===== src/rtl/muldiv_unit.sv =====
// Iterative RV32M multiply/divide unit: radix-2 shift-add multiply and restoring
// divide, one operation in flight, result written straight to the register-file port.
// Optional build macro: MULDIV_FAST_MUL_EN (single-cycle 33x33 multiply at accept).
module muldiv_unit #(
    parameter int unsigned XLEN  = 32,
    parameter int unsigned CNT_W = 6
) (
    input  logic            clk,
    input  logic            rst_n,
    input  logic            in_valid,
    output logic            in_ready,
    input  logic [2:0]      funct3,
    input  logic [XLEN-1:0] rs1_rdata,
    input  logic [XLEN-1:0] rs2_rdata,
    input  logic [4:0]      rd_in,
    input  logic            flush,
    output logic            busy,
    output logic [4:0]      rd,
    output logic            rd_we,
    output logic [XLEN-1:0] rd_wdata
);

    typedef enum logic [1:0] {StIdle, StCalc, StFinish} state_e;

    state_e              state_q;
    logic [CNT_W-1:0]    cnt_q;
    logic [2:0]          op_q;
    logic [4:0]          rd_q;
    logic [XLEN-1:0]     a_q;
    logic [XLEN-1:0]     b_q;
    logic [2*XLEN-1:0]   acc_q;   // mul: {hi, lo/multiplier}; div: {remainder, quotient}
    logic                neg_q;   // negate result in FINISH

    logic                accept;
    logic                a_sgn, b_sgn, a_neg, b_neg, neg_in;
    logic [XLEN-1:0]     a_mag, b_mag;
    logic                div_zero, div_ovf;
    logic [XLEN:0]       mul_sum, mul_hi;
    logic [2*XLEN:0]     mul_cat;
    logic [2*XLEN-1:0]   mul_next;
    logic [XLEN:0]       rem_sh, rem_diff;
    logic [2*XLEN-1:0]   div_next;
    logic [2*XLEN-1:0]   prod_fix;
    logic [XLEN-1:0]     quo_fix, rem_fix, result;
`ifdef MULDIV_FAST_MUL_EN
    logic signed [XLEN:0]     fast_a, fast_b;
    logic signed [2*XLEN-1:0] fast_prod;
`endif

    assign in_ready = (state_q == StIdle);
    assign busy     = (state_q != StIdle);
    assign accept   = in_valid & in_ready & ~flush;

    // Operand decode at accept: signedness, magnitudes, result sign and special cases
    always_comb begin
        a_sgn    = (funct3 == 3'd1) || (funct3 == 3'd2) || (funct3 == 3'd4) || (funct3 == 3'd6);
        b_sgn    = (funct3 == 3'd1) || (funct3 == 3'd4) || (funct3 == 3'd6);
        a_neg    = a_sgn & rs1_rdata[XLEN-1];
        b_neg    = b_sgn & rs2_rdata[XLEN-1];
        a_mag    = a_neg ? -rs1_rdata : rs1_rdata;
        b_mag    = b_neg ? -rs2_rdata : rs2_rdata;
        // Remainder takes the dividend's sign; everything else sign(a)^sign(b)
        neg_in   = (funct3[2] & funct3[1]) ? a_neg : (a_neg ^ b_neg);
        div_zero = funct3[2] & (rs2_rdata == '0);
        div_ovf  = funct3[2] & ~funct3[0] & (rs1_rdata == {1'b1, {(XLEN-1){1'b0}}}) &
                   (rs2_rdata == {XLEN{1'b1}});
`ifdef MULDIV_FAST_MUL_EN
        fast_a    = {a_sgn & rs1_rdata[XLEN-1], rs1_rdata};
        fast_b    = {b_sgn & rs2_rdata[XLEN-1], rs2_rdata};
        fast_prod = $signed((2*XLEN)'(fast_a)) * $signed((2*XLEN)'(fast_b));
`endif
    end

    // One radix-2 iteration for multiply and for restoring divide
    always_comb begin
        mul_sum  = {1'b0, acc_q[2*XLEN-1:XLEN]} + {1'b0, a_q};
        mul_hi   = acc_q[0] ? mul_sum : {1'b0, acc_q[2*XLEN-1:XLEN]};
        mul_cat  = {mul_hi, acc_q[XLEN-1:0]};
        mul_next = mul_cat[2*XLEN:1];
        rem_sh   = acc_q[2*XLEN-1:XLEN-1];
        rem_diff = rem_sh - {1'b0, b_q};
        // Borrow out of the 33-bit subtract means the divisor did not fit
        if (rem_diff[XLEN]) begin
            div_next = {rem_sh[XLEN-1:0], acc_q[XLEN-2:0], 1'b0};
        end else begin
            div_next = {rem_diff[XLEN-1:0], acc_q[XLEN-2:0], 1'b1};
        end
    end

    // Sign correction and result select for FINISH
    always_comb begin
        prod_fix = neg_q ? -acc_q : acc_q;
        quo_fix  = neg_q ? -acc_q[XLEN-1:0] : acc_q[XLEN-1:0];
        rem_fix  = neg_q ? -acc_q[2*XLEN-1:XLEN] : acc_q[2*XLEN-1:XLEN];
        case (op_q)
            3'd0:              result = prod_fix[XLEN-1:0];
            3'd1, 3'd2, 3'd3:  result = prod_fix[2*XLEN-1:XLEN];
            3'd4, 3'd5:        result = quo_fix;
            default:           result = rem_fix;
        endcase
    end

    // Control FSM, datapath registers and registered writeback port
    always_ff @(posedge clk or negedge rst_n) begin
        if (!rst_n) begin
            state_q  <= StIdle;
            cnt_q    <= '0;
            op_q     <= '0;
            rd_q     <= '0;
            a_q      <= '0;
            b_q      <= '0;
            acc_q    <= '0;
            neg_q    <= 1'b0;
            rd       <= '0;
            rd_we    <= 1'b0;
            rd_wdata <= '0;
        end else begin
            rd_we <= 1'b0;
            case (state_q)
                StIdle: begin
                    if (accept) begin
                        op_q  <= funct3;
                        rd_q  <= rd_in;
                        a_q   <= a_mag;
                        b_q   <= b_mag;
                        neg_q <= neg_in;
                        cnt_q <= CNT_W'(XLEN - 1);
                        if (div_zero) begin
                            acc_q   <= {rs1_rdata, {XLEN{1'b1}}};
                            neg_q   <= 1'b0;
                            state_q <= StFinish;
                        end else if (div_ovf) begin
                            acc_q   <= {{XLEN{1'b0}}, 1'b1, {(XLEN-1){1'b0}}};
                            neg_q   <= 1'b0;
                            state_q <= StFinish;
`ifdef MULDIV_FAST_MUL_EN
                        end else if (!funct3[2]) begin
                            acc_q   <= fast_prod;
                            neg_q   <= 1'b0;
                            state_q <= StFinish;
`endif
                        end else begin
                            acc_q   <= funct3[2] ? {{XLEN{1'b0}}, a_mag} : {{XLEN{1'b0}}, b_mag};
                            state_q <= StCalc;
                        end
                    end
                end
                StCalc: begin
                    if (flush) begin
                        state_q <= StIdle;
                    end else begin
                        acc_q <= op_q[2] ? div_next : mul_next;
                        if (cnt_q == '0) begin
                            state_q <= StFinish;
                        end else begin
                            cnt_q <= cnt_q - 1'b1;
                        end
                    end
                end
                StFinish: begin
                    state_q <= StIdle;
                    if (!flush && (rd_q != '0)) begin
                        rd_we    <= 1'b1;
                        rd       <= rd_q;
                        rd_wdata <= result;
                    end
                end
                default: state_q <= StIdle;
            endcase
        end
    end

endmodule


===== config.mk =====
export PLATFORM = sky130hd
export DESIGN_NAME = muldiv_unit
export DESIGN_NICKNAME = d
export VERILOG_FILES = /design/src/rtl/muldiv_unit.sv
export SDC_FILE = /design/constraint.sdc
export NUM_CORES = 1
export LEC_CHECK = 0
export CAP_MARGIN = 20
export CORE_MARGIN = 1.5
export CORE_UTILIZATION = 61
export DETAILED_ROUTE_END_ITERATION = 10
export PLACE_DENSITY = 0.89
export SLEW_MARGIN = 20
export SYNTH_ARGS = -nofsm -noshare
export SYNTH_HDL_FRONTEND = slang
export SYNTH_SLANG_ARGS = --single-unit

===== constraint.sdc =====
create_clock -name clk -period 4.6 [get_ports clk]
set_input_delay 0.92 -clock clk [delete_from_list [all_inputs] [get_ports clk]]
set_output_delay 0.92 -clock clk [all_outputs]
set_load 0.01 [all_outputs]

Word-level counts from Yosys, hierarchy flattened
Index checks and enable logic that the tools add are counted.

cells by class
  shift-type cells = 0
  bitwise logic cells = 12
  reduce and logical (&&, ||, !) cells = 21
  add/subtract/negate cells = 8
  multipliers = 0
  div/mod/pow operators = 0
  magnitude comparators = 0
  multiplexer cells = 30
  eq/ne operators = 17

operators with widths
  operator                                             count
  two-way mux 64 bit                                   6
  two-way mux 32 bit                                   6
  negator 32 bit                                       4
  one-hot mux 64 bit (2 select lines)                  1
  one-hot mux 32 bit (3 select lines)                  1
  equality test 32 bit, second input constant          2
  negator 64 bit                                       1
  adder 32 x 32 -> 33 bit                              1
  two-way mux 33 bit                                   1
  subtractor 33 x 32 -> 33 bit                         1
  logical NOT 32 bit                                   1
  two-way mux 6 bit                                    3
  equality test 3 bit, second input constant           4
  one-hot mux 6 bit (2 select lines)                   1
  two-way mux 2 bit                                    5
  bitwise AND 1 bit                                    9
  equality test 3 x 2 -> 1 bit, second input constant  3
  equality test 3 x 1 -> 1 bit, second input constant  2
  logical NOT 6 bit                                    1
  AND reduction 2 bit                                  3
  subtractor 6 x 1 -> 6 bit, second input constant     1
  logical OR 1 bit                                     5
  two-way mux 1 bit                                    5
  nonzero test 5 bit                                   1
  other kinds (17)                                     20

storage, ports and cells
  memories kept = 0
  logic and storage cells = 99
  bits in read-only memories = 0
  bits in latches = 0
  output and inout bits = 40
  flip-flop bits (word level) = 183
  memory bits (writable) = 0
  bits of input ports = 76

Longest topological paths before layout
Gate-level depths: netlist of the first run.

  depth after elaboration = 11
  mapped depth = 14
  mapped depth without buffers = 12

Worst setup path before layout of the first run
No wires, ideal clock.

  path kind = input-to-reg
  start point = input rs1_rdata[20]
  end point = register acc_q[23]
  path slack = 888 ps
  required time = 4474 ps
  cell stages on the path = 8
  buffers on the path = 1
  arrival = 3586 ps
  cell sequence = or4_4 > or3_4 > or4_4 > or3_4 > or4_4 > buf_6 > and2_4 > a221o_1

between the ends
  longest elaborated chain between the ends = 7

RTL lines
  element                                                         RTL line  text
  start, declared                                                 13        input logic [XLEN-1:0] rs1_rdata,
  negator 32 bit / equality test 32 bit (equally long branches)   60, 65
  two-way mux 32 bit / bitwise AND 1 bit (equally long branches)  60, 65
  two-way mux 32 bit / bitwise AND 1 bit (equally long branches)  143, 65
  two-way mux 32 bit *                                            132       end else if (div_ovf) begin
  two-way mux 64 bit *                                            128       if (div_zero) begin
  two-way mux 64 bit *                                            121       if (accept) begin
  one-hot mux 64 bit (2 select lines) *                           119       case (state_q)
  end signal, assigned                                            129       acc_q <= {rs1_rdata, {XLEN{1'b1}}};
  end signal, assigned                                            133       acc_q <= {{XLEN{1'b0}}, 1'b1, {(XLEN-1){1'b0}}};
  end signal, assigned                                            143       acc_q <= funct3[2] ? {{XLEN{1'b0}}, a_mag} : {{XLEN{1'b0}}, b_mag};
  end, declared                                                   31        logic [2*XLEN-1:0] acc_q;

Mark *: on every way between the ends. The rest lies on a longest branch, timed or not. The select of a mux whose other input is x is not followed.
A chain may end at the register's enable or synchronous reset.

Worst setup path after layout of the first run
  start point = register acc_q[31]
  end point = register acc_q[32]

between the ends
  longest elaborated chain between the ends = 5

RTL lines
  element                                RTL line  text
  subtractor 33 x 32 -> 33 bit           81        rem_diff = rem_sh - {1'b0, b_q};
  two-way mux 64 bit *                   83        if (rem_diff[XLEN]) begin
  two-way mux 64 bit *                   152       acc_q <= op_q[2] ? div_next : mul_next;
  two-way mux 64 bit *                   149       if (flush) begin
  one-hot mux 64 bit (2 select lines) *  119

Marked as above.

==> results.md, run 1 <==
- The slowest stage of the critical path belongs to the cell sky130_fd_sc_hd__dfrtp_1.
- The detailed-routing iteration count for the pre-antenna-repair pass is 9.
- After detailed routing, the average wire length per cell comes to 23.8 um.
- In this run the tightest slew margin relative to its limit is 0.258.
- STA classifies the critical path startpoint as a flip-flop.
- The number of buffer cells added on primary ports is 115.
- The remaining design rule violation count is 0.
- The worst hold path stage count is 2.
- After synthesis the netlist holds a flip-flop and latch count of 183.
- The initial utilization of the core area, before any placement, comes to 0.618.
- The most repeated library cell on the critical path is sky130_fd_sc_hd__buf_4.
- The width of the die is 165 um.
- The category of the worst setup path capture point is a flip-flop.
- The global-route wire length before repair is 91800 um.
- TritonCTS built the clock tree.
- The kind of cell adding the most delay to the critical path is compound AO/OA/AOI/OAI gates.
- In this run, distinct cell masters in the synthesized netlist total 72.
- The leakage component of the power is 7.55 nW.
- The data arrival time at the worst-slack endpoint is 4.35 ns.
- The slew at the pin closest to its max-slew limit is 1.11 ns.
- Once the clock tree was built, the setup fixing pass inserted 0 buffers.
- The count of nets left with antenna violations after detail routing is 0.
- Setup violations remaining at the end of the flow were counted as 0.
- In this design, the stage delay of the slowest critical-path cell is 0.46 ns.
- The total design power is 11.1 mW.
- The cell count along the critical path is 14.
- The tightest hold margin is 0.480 ns.
- CTS placed an instance of sky130_fd_sc_hd__clkbuf_16 at the clock tree root.
- The number of levels in the clock H-tree is 4.
- The initial antenna violation count is 2.
- The via count of the routed design is 17500.
- The post-route clock period utilization is 0.870.
- The worst setup slack after placement is 0.262 ns.
- In the post-route analysis, the smallest setup slack over all paths is 0.597 ns.
- Leaving out fill and tap cells, the most frequent cells in the layout are 316 x sky130_fd_sc_hd__nand2_1, 229 x sky130_fd_sc_hd__o21ai_0, 205 x sky130_fd_sc_hd__a21oi_1.
- The clock net in this run drives a total of 183 sinks.
- The number of buffer and inverter stages on the critical path is 4.
- The clock-pin slew on the worst setup and hold paths is 0.08 ns.
- The smallest clock period supported by the final layout is computed as 4.00 ns.
- The HPWL after detailed placement is 44300 um.
- The total negative slack for setup checks is 0 ns.
- The sequential area share after synthesis is 0.286.
- The clock latency of the later-clocked register in the worst-skew pair is 0.46 ns.
- VDD sags by at most 0.399 mV.
- The floorplan core area is 25900 um2.
- The Yosys warning count is 0.
- The average instance area after synthesis is 7.58 um2.
- The number of buffers between clock root and the deepest sink is 2.
- In this run the cell area of the synthesized design comes to 16000 um2.
- For this run, the total global-route usage over all layers was measured as 0.445.
- The prevailing post-synth register cell is sky130_fd_sc_hd__dfrtp_1.
- The largest fanout of any net on the critical path is 31.
- The worst hold path class is flip-flop to flip-flop.
- For this run, the number of standard cells in the final layout without fillers is 2513.
- The number of max-slew violations in the final report is 0.
- Yosys mapped a number of flops with a built-in enable equal to 0.
- Setup repair after global routing left no endpoint under its margin.
- The largest net degree at the start of global routing is 113.
- For this run the aggregate overflow at the end of global routing stands at 0.
- When the netlist entered floorplanning its net count stood at 2262.
- The worst setup path category is flip-flop to flip-flop.
- By area the synthesized netlist is led by sky130_fd_sc_hd__dfrtp_1 29%, sky130_fd_sc_hd__nand2_1 7.4%, sky130_fd_sc_hd__o21ai_0 7.2%, sky130_fd_sc_hd__a21oi_1 6.4%, sky130_fd_sc_hd__ha_1 5.5%.
- The flow ran to the end, and the final reports show no timing, DRC or antenna violations.
- The power density over the cells is 611 nW/um2.
- The fmax is 250 MHz.
- The number of hold buffers added after cts is 0.
- The total number of placement rows is 59.
- For this block, the initial DRC count from the detailed router was 2540.
- Of the post-synthesis cell area, the dominant cell type holds 0.286.
- The count of nets after finishing is 2314.
- The number of antenna diodes in the final layout is 0.
- Across the routed clock network, the largest skew measured is 0.0163 ns.
- The die height is 165 um.
- The number of ports placed on the die boundary is 116.
- The number of placed instances, taps included, is 2481.
- Of all flip-flops after synthesis, the portion carrying an async set or reset was 1.00.
- In the synthesized netlist, the number of instances is 2113.
- The detailed-route wire length is 59900 um.
- In the final layout, the share of cells above drive strength 1 is 0.0661.
- Measured in cells, the most critical reg-to-reg path has a length of 14.
- The total count of hold-check failures in the final report is 0.
- The area growth from synthesis to layout is 13.3%.
- The full die area is 27200 um2.
- The via count of the first global-routing pass was 16200.
- The last weighted congestion value of the routability-driven placer is 1.02.
- The tool flagged a number of max-cap violations equal to 0.
- The biggest area contributor in the post-synthesis netlist is sky130_fd_sc_hd__dfrtp_1.
- Data on the critical path is required at its endpoint by 4.95 ns.
- Using the TritonRoute via totals, the vias-per-cell ratio works out to 6.96.
- Traced cell by cell, the critical path runs through inv_1 > ha_1 > fa_1 > nand2b_1 > a21oi_1 > o41ai_1 > buf_4 > a22oi_1 > buf_4 > a31oi_1 > xnor2_2 > buf_4 > o21ai_0 > a211oi_1.
- The number of clock buffers inserted by TritonCTS is 17.
- The post-cts repair resize count is 0.
- The leading cell type in the layout, fill and taps excluded is sky130_fd_sc_hd__nand2_1.
synth_stat cells, drive strengths merged (11+ instances only):
library cell / number
mux2i: 35
xnor2: 92
nand3: 31
clkbuf: 134
mux2: 12
nor2b: 16
nand2b: 21
nor4: 20
o211ai: 23
xor2: 96
o41ai: 18
or3: 19
o221ai: 13
nand2: 316
a21oi: 205
a21o: 30
ha: 71
o21ai: 231
inv: 64
nand4: 20
buf: 16
dfrtp: 183
nor2: 132
or4: 23
nor3: 37
and2: 11
a211oi: 26
o22ai: 38
o31ai: 30
a31oi: 28
o21a: 14
cells by family after synthesis:
logic type	Yosys count	share of synthesized area
AO/OA/AOI/OAI	729	0.277
flip-flops	183	0.286
AND/OR/NAND/NOR	678	0.195
adder cells (fa/ha/maj)	73	0.0579
multiplexers	47	0.0303
buffers and inverters	215	0.0511
XOR/XNOR	188	0.103
registers in the layout (all words and copies together) (netlist names), 2 cells and up:
signal	flops
cnt_q	6
rd_q	5
b_q	32
op_q	3
state_q	2
rd_wdata	32
acc_q	64
a_q	32
rd	5
power breakdown:
| part | internal [mW] | leakage, nW | switching, mW |
|---|---|---|---|
| combinational | 2.68 | 4.99 | 4.33 |
| clock | 0.733 | 0.277 | 0.779 |
| sequential | 1.97 | 2.28 | 0.589 |
per-layer routing:
metal  up-vias  track usage  share of wire
li1       7743            -              -
met1      8139        0.595           0.39
met2      1331        0.639           0.41
met3       277        0.105           0.12
met4         2        0.293          0.077
met5         -            0        0.00025
path summary, 6_finish.rpt:
kind	from	endpoint	slack [ns]
worst max-delay path	acc_q[31]	acc_q[32]	0.60
worst min-delay path	rd_wdata[20]	rd_wdata[20]	0.48
worst max register to register	acc_q[31]	acc_q[32]	0.60
worst min register to register	rd_wdata[20]	rd_wdata[20]	0.48
max in group asynchronous	rst_n	acc_q[53]	3.02
min in group asynchronous	rst_n	rd_wdata[6]	0.55
worst register-to-register path: stages, from the launching register on:
cell and delay [ns]:
sky130_fd_sc_hd__dfrtp_1 0.46, sky130_fd_sc_hd__inv_1 0.12, sky130_fd_sc_hd__ha_1 0.28, sky130_fd_sc_hd__fa_1 0.23
sky130_fd_sc_hd__nand2b_1 0.16, sky130_fd_sc_hd__a21oi_1 0.12, sky130_fd_sc_hd__o41ai_1 0.35, sky130_fd_sc_hd__buf_4 0.23
sky130_fd_sc_hd__a22oi_1 0.07, sky130_fd_sc_hd__buf_4 0.18, sky130_fd_sc_hd__a31oi_1 0.44, sky130_fd_sc_hd__xnor2_2 0.19
sky130_fd_sc_hd__buf_4 0.37, sky130_fd_sc_hd__o21ai_0 0.32, sky130_fd_sc_hd__a211oi_1 0.38
through the flow:
step / utilization / instance area (um2)
floorplan: - / 16000
global placement: 0.679 / 17600
detailed placement: 0.679 / 17600
CTS: 0.701 / 18200
global route: 0.701 / 18200
finish: 0.701 / 18200
cell type report:
class                      instances  area (um2)
multi-input combinational       1715       10700
fill                            2100        7750
inverter                          65         244
clock buffer                      18         439
tap                              335         419
clock inverter                    14         129
timing repair buffer             183        1690
sequential                       183        4580
Note: power is estimated with default switching activity, not from simulation.
==> run 2: changes to the inputs <==
Settings changed: CORE_UTILIZATION 61 to 55, PLACE_DENSITY 0.89 to 0.85.
Clock period 4.6 ns to 3.65 ns, I/O delays scaled along.
==> results.md, run 2 (synthesis gave the netlist of run 1 again) <==
- The number of max-slew violations in the final report was 0 (unchanged).
- The total number of placement rows was 62 (+5.1%).
- The shortest period the worst path allows is 3.56 ns (-0.442 ns).
- The detailed-routing iteration count for the pre-antenna-repair pass is 7 (-2).
- The worst vdd rail ir drop is 0.423 mV (+6.1%).
- The layer carrying the most global-route usage is met2.
- The via count of the routed design came to 17800 (+1.5%).
- The count of nets left with antenna violations after detail routing is 0 (unchanged).
- The post-route clock period utilization is 0.976 (+0.105).
- The final-report setup violation count is 0 (unchanged).
- The run finished with clean final reports.
- The via count of the first global-routing pass is 16600 (+2.7%).
- The leakage component of the power is 8.19 nW (+8.6%).
- Traced cell by cell, the critical path runs through ha_1 > o211ai_1 > o21ai_0 > o311ai_0 > buf_4 > o31ai_1 > a21boi_0 > o311ai_0 > xnor2_1 > o211ai_1 > o221a_2.
- The total design power is 14.6 mW (+31%).
- The count of nets after finishing is 2439 (+5.4%).
- The met1 routing resource usage after global routing is 0.539 (-0.0561).
- The tightest min-delay check is of the input port to asynchronous set/reset pin type.
- The clock latency of the later-clocked register in the worst-skew pair is 0.46 ns (about the same).
- The floorplan core area was 28700 um2 (+11%).
- The number of levels in the clock H-tree is 4 (unchanged).
- The largest fanout of any net on the critical path was 5 (-84%).
- The core utilization of the finished layout is 0.672 (-0.0288).
- The total global routing track utilization is 0.405 (-0.0398).
- The required time of the worst setup path came to 3.99 ns (-0.96 ns).
- The setup skew after layout is 0.0159 ns (-0.000309 ns).
- The number of maximum-capacitance constraint violations is 0 (unchanged).
- The worst slew margin relative to its limit is 0.226 (-0.0319).
- The die height is 174 um (+5.2%).
- The met2 usage in global routing is 0.585 (-0.0542).
- The clock sink count came to 183 (unchanged).
- The width of the die is 174 um (+5.2%).
- The worst setup path is captured at a flip-flop.
- The data arrival time at the worst-slack endpoint was 3.91 ns (-0.44 ns).
- The detailed-route wire length came to 61300 um (+2.4%).
- The post-detailed-placement half-perimeter wirelength was 46600 um (+5.2%).
- The largest net degree at the start of global routing is 122 (+8.0%).
- The mean number of vias per cell is 6.61 (-5.1%).
- The initial DRC count is 2914 (+15%).
- The master cell of the clock root buffer is sky130_fd_sc_hd__clkbuf_16.
- The number of diodes is 0 (unchanged).
- The register containing the most flip-flops in the final layout is acc_q.
- The remaining global-route overflow is 0 (unchanged).
- The initial antenna violation count was 2 (unchanged).
- Setup repair after global routing could not meet its margin everywhere.
- The remaining design rule violation count came to 0 (unchanged).
- The last weighted congestion value of the routability-driven placer came to 1.06 (+3.9%).
- The clock-pin slew on the worst setup and hold paths is 0.08 ns (about the same).
- The number of buffer cells added on primary ports came to 115 (unchanged).
- The number of clock buffers inserted by TritonCTS is 17 (unchanged).
- The routed wirelength normalized by instance count is 22.8 um (-4.3%).
- The total count of hold-check failures in the final report is 0 (unchanged).
- The global-route wire length before repair is 95000 um (+3.4%).
- The startpoint kind of the worst setup timing path is a flip-flop.
- The met3 capacity usage during global routing is 0.116 (+0.0114).
- The share of final-layout standard cells stronger than drive strength 1 came to 0.116 (+0.0503).
- The power density over the cells is 755 nW/um2 (+24%).
- The fmax came to 281 MHz (+12%).
- The number of ports placed on the die boundary came to 116 (unchanged).
- The library cell used most frequently in the layout, excluding fill and tap cells, is sky130_fd_sc_hd__nand2_1.
- From synthesis to final layout, the design area changed by 20.4%.
- TritonCTS built the clock tree.
- The flip-flop count of the largest register, all copies and words added is 64 (unchanged).
- The largest individual stage delay along the critical path comes from the cell sky130_fd_sc_hd__o31ai_1.
- The tightest hold margin is 0.306 ns (-0.174 ns).
- The initial core utilization is 0.558 (-0.0601).
- The highest cell delay on the worst timing path is 0.49 ns (+0.03 ns).
- In the layout the commonest cells are 316 x sky130_fd_sc_hd__nand2_1, 228 x sky130_fd_sc_hd__o21ai_0, 205 x sky130_fd_sc_hd__a21oi_1.
- The full die area was 30200 um2 (+11%).
- The worst setup path category is flip-flop to flip-flop.
- The slew at the pin closest to its max-slew limit is 1.16 ns (+0.0520 ns).
- The number of buffers between clock root and the deepest sink came to 2 (unchanged).
==> run 2: metrics by stage <==
step                cells  cell area, um2  worst slack (ns)  setup TNS, ns
CTS                  2687           19300            0.0175              0
global placement     2655           18700            -0.402          -6.43
finish               2687           19300            0.0888              0
detailed placement   2655           18700            -0.450          -7.99
floorplan            2113           16000             0.128              0
global route         2687           19300          -0.00827       -0.00827
==> run 2: final timing paths <==
| path | start | end | slack, ns | cells after the start |
|---|---|---|---|---|
| min reg2reg | rd_wdata[29] | rd_wdata[29] | 0.48 | 2 |
| min in group clk | rd_wdata[29] | rd_wdata[29] | 0.48 | 2 |
| max in group asynchronous | rst_n | b_q[22] | 2.45 | 2 |
| max reg2reg | acc_q[34] | acc_q[62] | 0.09 | 11 |
| min | rst_n | rd_wdata[0] | 0.31 | 1 |
| max | acc_q[34] | acc_q[62] | 0.09 | 11 |
==> run 2: report_power, final <==
group | switching, mW | internal (mW)
Sequential | 0.581 | 2.49
Clock | 0.953 | 1.04
Combinational | 5.70 | 3.80
==> run 2: layout make-up <==
cell class              instances  area, um2
multi-input cells            1715      10700
fillers                      2474       9410
flip-flops and latches        183       4580
repair buffers                308       2700
well taps                     384        480
clock buffers                  17        425
inverters                      65        244
clock inverters                15        188
==> run 2: worst max-delay path: cells and delay by family, from the launching register on <==
| family | cells | cell delay [ns] |
|---|---|---|
| AOI/OAI and AO/OA | 8 | 2.29 |
| xor gates and xnor gates | 1 | 0.17 |
| adders and majority gates | 1 | 0.39 |
| DFF | 1 | 0.43 |
| buffers and inverters | 1 | 0.19 |
==> run 2: what timing repair did <==
action | 4_1_cts | 5_1_grt
endpoints found under the setup margin | 0 | 20
setup buffers | 0 | 0
endpoints found under the hold margin | 0 | 0
resized for setup | 0 | 3
hold buffers | 0 | 0
==> run 2: per-layer routing <==
metal / wire length [um] / up-vias
met5: 0 / -
met4: 4270 / 0
met2: 25200 / 1209
li1: - / 7973
met1: 24400 / 8300
met3: 7460 / 273
==> run 3: changes to the inputs <==
Settings changed: CORE_UTILIZATION 55 to 35, PLACE_DENSITY 0.85 to 0.61.
==> results.md, run 3 (synthesis gave the netlist of run 1 again) <==
- The flow ran to the end, and the final reports show no timing, DRC or antenna violations.
- The combinational power share was 0.651 (about the same).
- The largest fanout of any net on the critical path is 4 (-1).
- The total count of hold-check failures in the final report is 0 (unchanged).
- The remaining global-route overflow is 0 (unchanged).
- The number of clock buffers inserted by TritonCTS is 17 (unchanged).
- The via count of the first global-routing pass is 16200 (-2.4%).
- The net switching component of the power came to 7.33 mW (+1.2%).
- The switching portion of total power was 0.498 (+0.00131).
- The internal power consumption is 7.39 mW (+0.72%).
- The worst vdd rail ir drop came to 0.423 mV (about the same).
- The post-detailed-placement half-perimeter wirelength came to 50000 um (+7.4%).
- The initial core utilization came to 0.354 (-0.204).
- The setup skew after layout is 0.0160 ns (+0.0000949 ns).
- The detailed-route wire length is 64300 um (+4.8%).
- The initial antenna violation count is 3 (+1).
- In the layout the commonest cells are 316 x sky130_fd_sc_hd__nand2_1, 228 x sky130_fd_sc_hd__o21ai_0, 203 x sky130_fd_sc_hd__a21oi_1.
- The clock latency of the later-clocked register in the worst-skew pair came to 0.48 ns (+0.02 ns).
- The core utilization of the finished layout was 0.433 (-0.239).
- The remaining design rule violation count came to 0 (unchanged).
- The CTS tree is yes.
- The number of max-slew violations in the final report came to 0 (unchanged).
- The last weighted congestion value of the routability-driven placer is 0.985 (-7.4%).
- The via count of the routed design is 17300 (-2.3%).
- The leakage component of the power is 8.21 nW (+0.24%).
- The mean number of vias per cell was 5.98 (-9.5%).
- The slack of the worst reg-to-reg path came to 0.13 ns (+0.04 ns).
- The master of the slowest instance on the critical path is sky130_fd_sc_hd__or4_1.
- Compared with the post-synthesis result, the final layout area differs by 22.4%.
- The number of buffer and inverter stages on the critical path is 4 (+3).
- The number of buffer cells added on primary ports is 115 (unchanged).
- The full die area is 47100 um2 (+56%).
- The number of cell instances on the worst register-to-register path was 13 (+2).
- The number of hold buffers added after cts was 0 (unchanged).
- The signal on the critical path passes through clkdlybuf4s50_1 > or4_1 > buf_4 > nor4bb_1 > buf_4 > nor3b_1 > buf_4 > nor2b_1 > nor2_1 > xor2_1 > o211ai_1 > a21oi_1.
- The register containing the most flip-flops in the final layout is acc_q.
- The worst setup path is of the input port to flip-flop kind.
- The post-route clock period utilization is 0.977 (+0.00104).
- The tightest hold margin came to 0.293 ns (-0.0137 ns).
- The register share of total power is 0.210 (about the same).
- The total global routing track utilization came to 0.270 (-0.135).
- The category of the worst setup path capture point is a flip-flop.
- The highest cell delay on the worst timing path was 0.65 ns (+0.16 ns).
- The shortest period the worst path allows is 3.57 ns (+0.00380 ns).
- The number of diodes is 0 (unchanged).
- The largest net degree at the start of global routing is 122 (unchanged).
- The worst hold path belongs to the class input port to asynchronous set/reset pin.
- The count of nets left with antenna violations after detail routing is 0 (unchanged).
- The worst setup slack after placement is -0.480 ns (-0.0307 ns).
- The number of maximum-capacitance constraint violations was 0 (unchanged).
- The floorplan core area is 45300 um2 (+58%).
- The power density over the cells is 750 nW/um2 (-0.66%).
- The share of final-layout standard cells stronger than drive strength 1 is 0.119 (+0.00286).
- The count of nets after finishing was 2434 (-0.21%).
- The initial DRC count is 2094 (-28%).
- The final-report setup violation count is 0 (unchanged).
- The number of levels in the clock H-tree is 4 (unchanged).
- The fmax came to 281 MHz (-0.11%).
- The worst slew margin relative to its limit is 0.507 (+0.281).
- The clock group share of total power was 0.139 (+0.002).
- The routed wirelength normalized by instance count is 22.2 um (-2.8%).
- The slew at the pin closest to its max-slew limit is 0.739 ns (-0.421 ns).
- The detailed-routing iteration count for the pre-antenna-repair pass is 8 (+1).
- The number of buffers between clock root and the deepest sink is 2 (unchanged).
- The total number of placement rows is 78 (+26%).
- The width of the die is 217 um (+25%).
- The most repeated library cell on the critical path is sky130_fd_sc_hd__buf_4.
- The clock sink count is 183 (unchanged).
- The startpoint of the most critical register-to-register path is acc_q[0].
- The worst flop-to-flop path endpoint is rd_wdata[26].
- The number of ports placed on the die boundary is 116 (unchanged).
- The die height came to 217 um (+25%).
- The global-route wire length before repair is 97700 um (+2.8%).
- The required time of the worst setup path is 4.05 ns (+0.06 ns).
- Setup repair after global routing left no endpoint under its margin.
- The post-layout worst setup margin came to 0.0850 ns (-0.00380 ns).
- The startpoint kind of the worst setup timing path is an input port.
- The library cell used most frequently in the layout, excluding fill and tap cells, is sky130_fd_sc_hd__nand2_1.
- The data arrival time at the worst-slack endpoint is 3.96 ns (+0.05 ns).
- The clock-pin slew on the worst setup and hold paths is 0.07 ns (about the same).
- The flip-flop count of the largest register, all copies and words added is 64 (unchanged).
- The tree is rooted in a sky130_fd_sc_hd__clkbuf_16.
- The kind of cell adding the most delay to the critical path is simple AND/OR/NAND/NOR gates.
- The total design power is 14.7 mW (+0.98%).
## run 3: final cells by class
class / count / area [um2]
well taps: 600 / 751
flip-flops and latches: 183 / 4580
clock buffers: 18 / 439
repair buffers: 303 / 2690
clock inverters: 14 / 184
inverters: 65 / 244
multi-input cells: 1715 / 10700
fillers: 4565 / 25700
## run 3: per-layer routing
layer	vias to the layer above	GRT usage	share of wire
met1	8322	0.379	0.44
met4	2	0.131	0.052
met2	873	0.397	0.42
met3	165	0.0509	0.087
met5	-	0.00313	0.00020
li1	7977	-	-
## run 3: timing repair
item,CTS,global route
setup endpoints to repair,11,25
setup buffers,0,2
pin swaps,0,3
hold endpoints to repair,0,0
gates resized for setup,2,13
gates cloned,0,0
## run 3: worst max-delay path by stage
stage / from / endpoint / slack (ns) / cells after the start
after floorplan: rs1_rdata[20] / acc_q[23] / 0.13 / 8
after global placement: rs1_rdata[20] / acc_q[1] / -0.48 / 10
after detailed placement: rs1_rdata[20] / acc_q[1] / -0.48 / 10
after CTS: rs1_rdata[20] / acc_q[1] / 0.01 / 10
after global routing: rs2_rdata[13] / acc_q[41] / 0.004 / 12
final: rs2_rdata[3] / acc_q[25] / 0.08 / 12
## run 3: power by group through the flow
stage                     Combinational, mW  Sequential (mW)  Clock, mW
after floorplan                        6.18             2.86          0
after global placement                 9.11             3.10          0
after detailed placement               9.21             3.11          0
after CTS                              9.28             3.07       2.06
after global routing                   10.4             3.14       2.14
final                                  9.59             3.09       2.04
## run 3: per-stage QoR
step | TNS, ns | cell area [um2] | instances
after floorplan | 0 | 16000 | 2113
after detailed placement | -10.17 | 18900 | 2863
after global placement | -8.38 | 18900 | 2863
after global routing | 0 | 19600 | 2898
final | 0 | 19600 | 2898
after CTS | 0 | 19500 | 2895
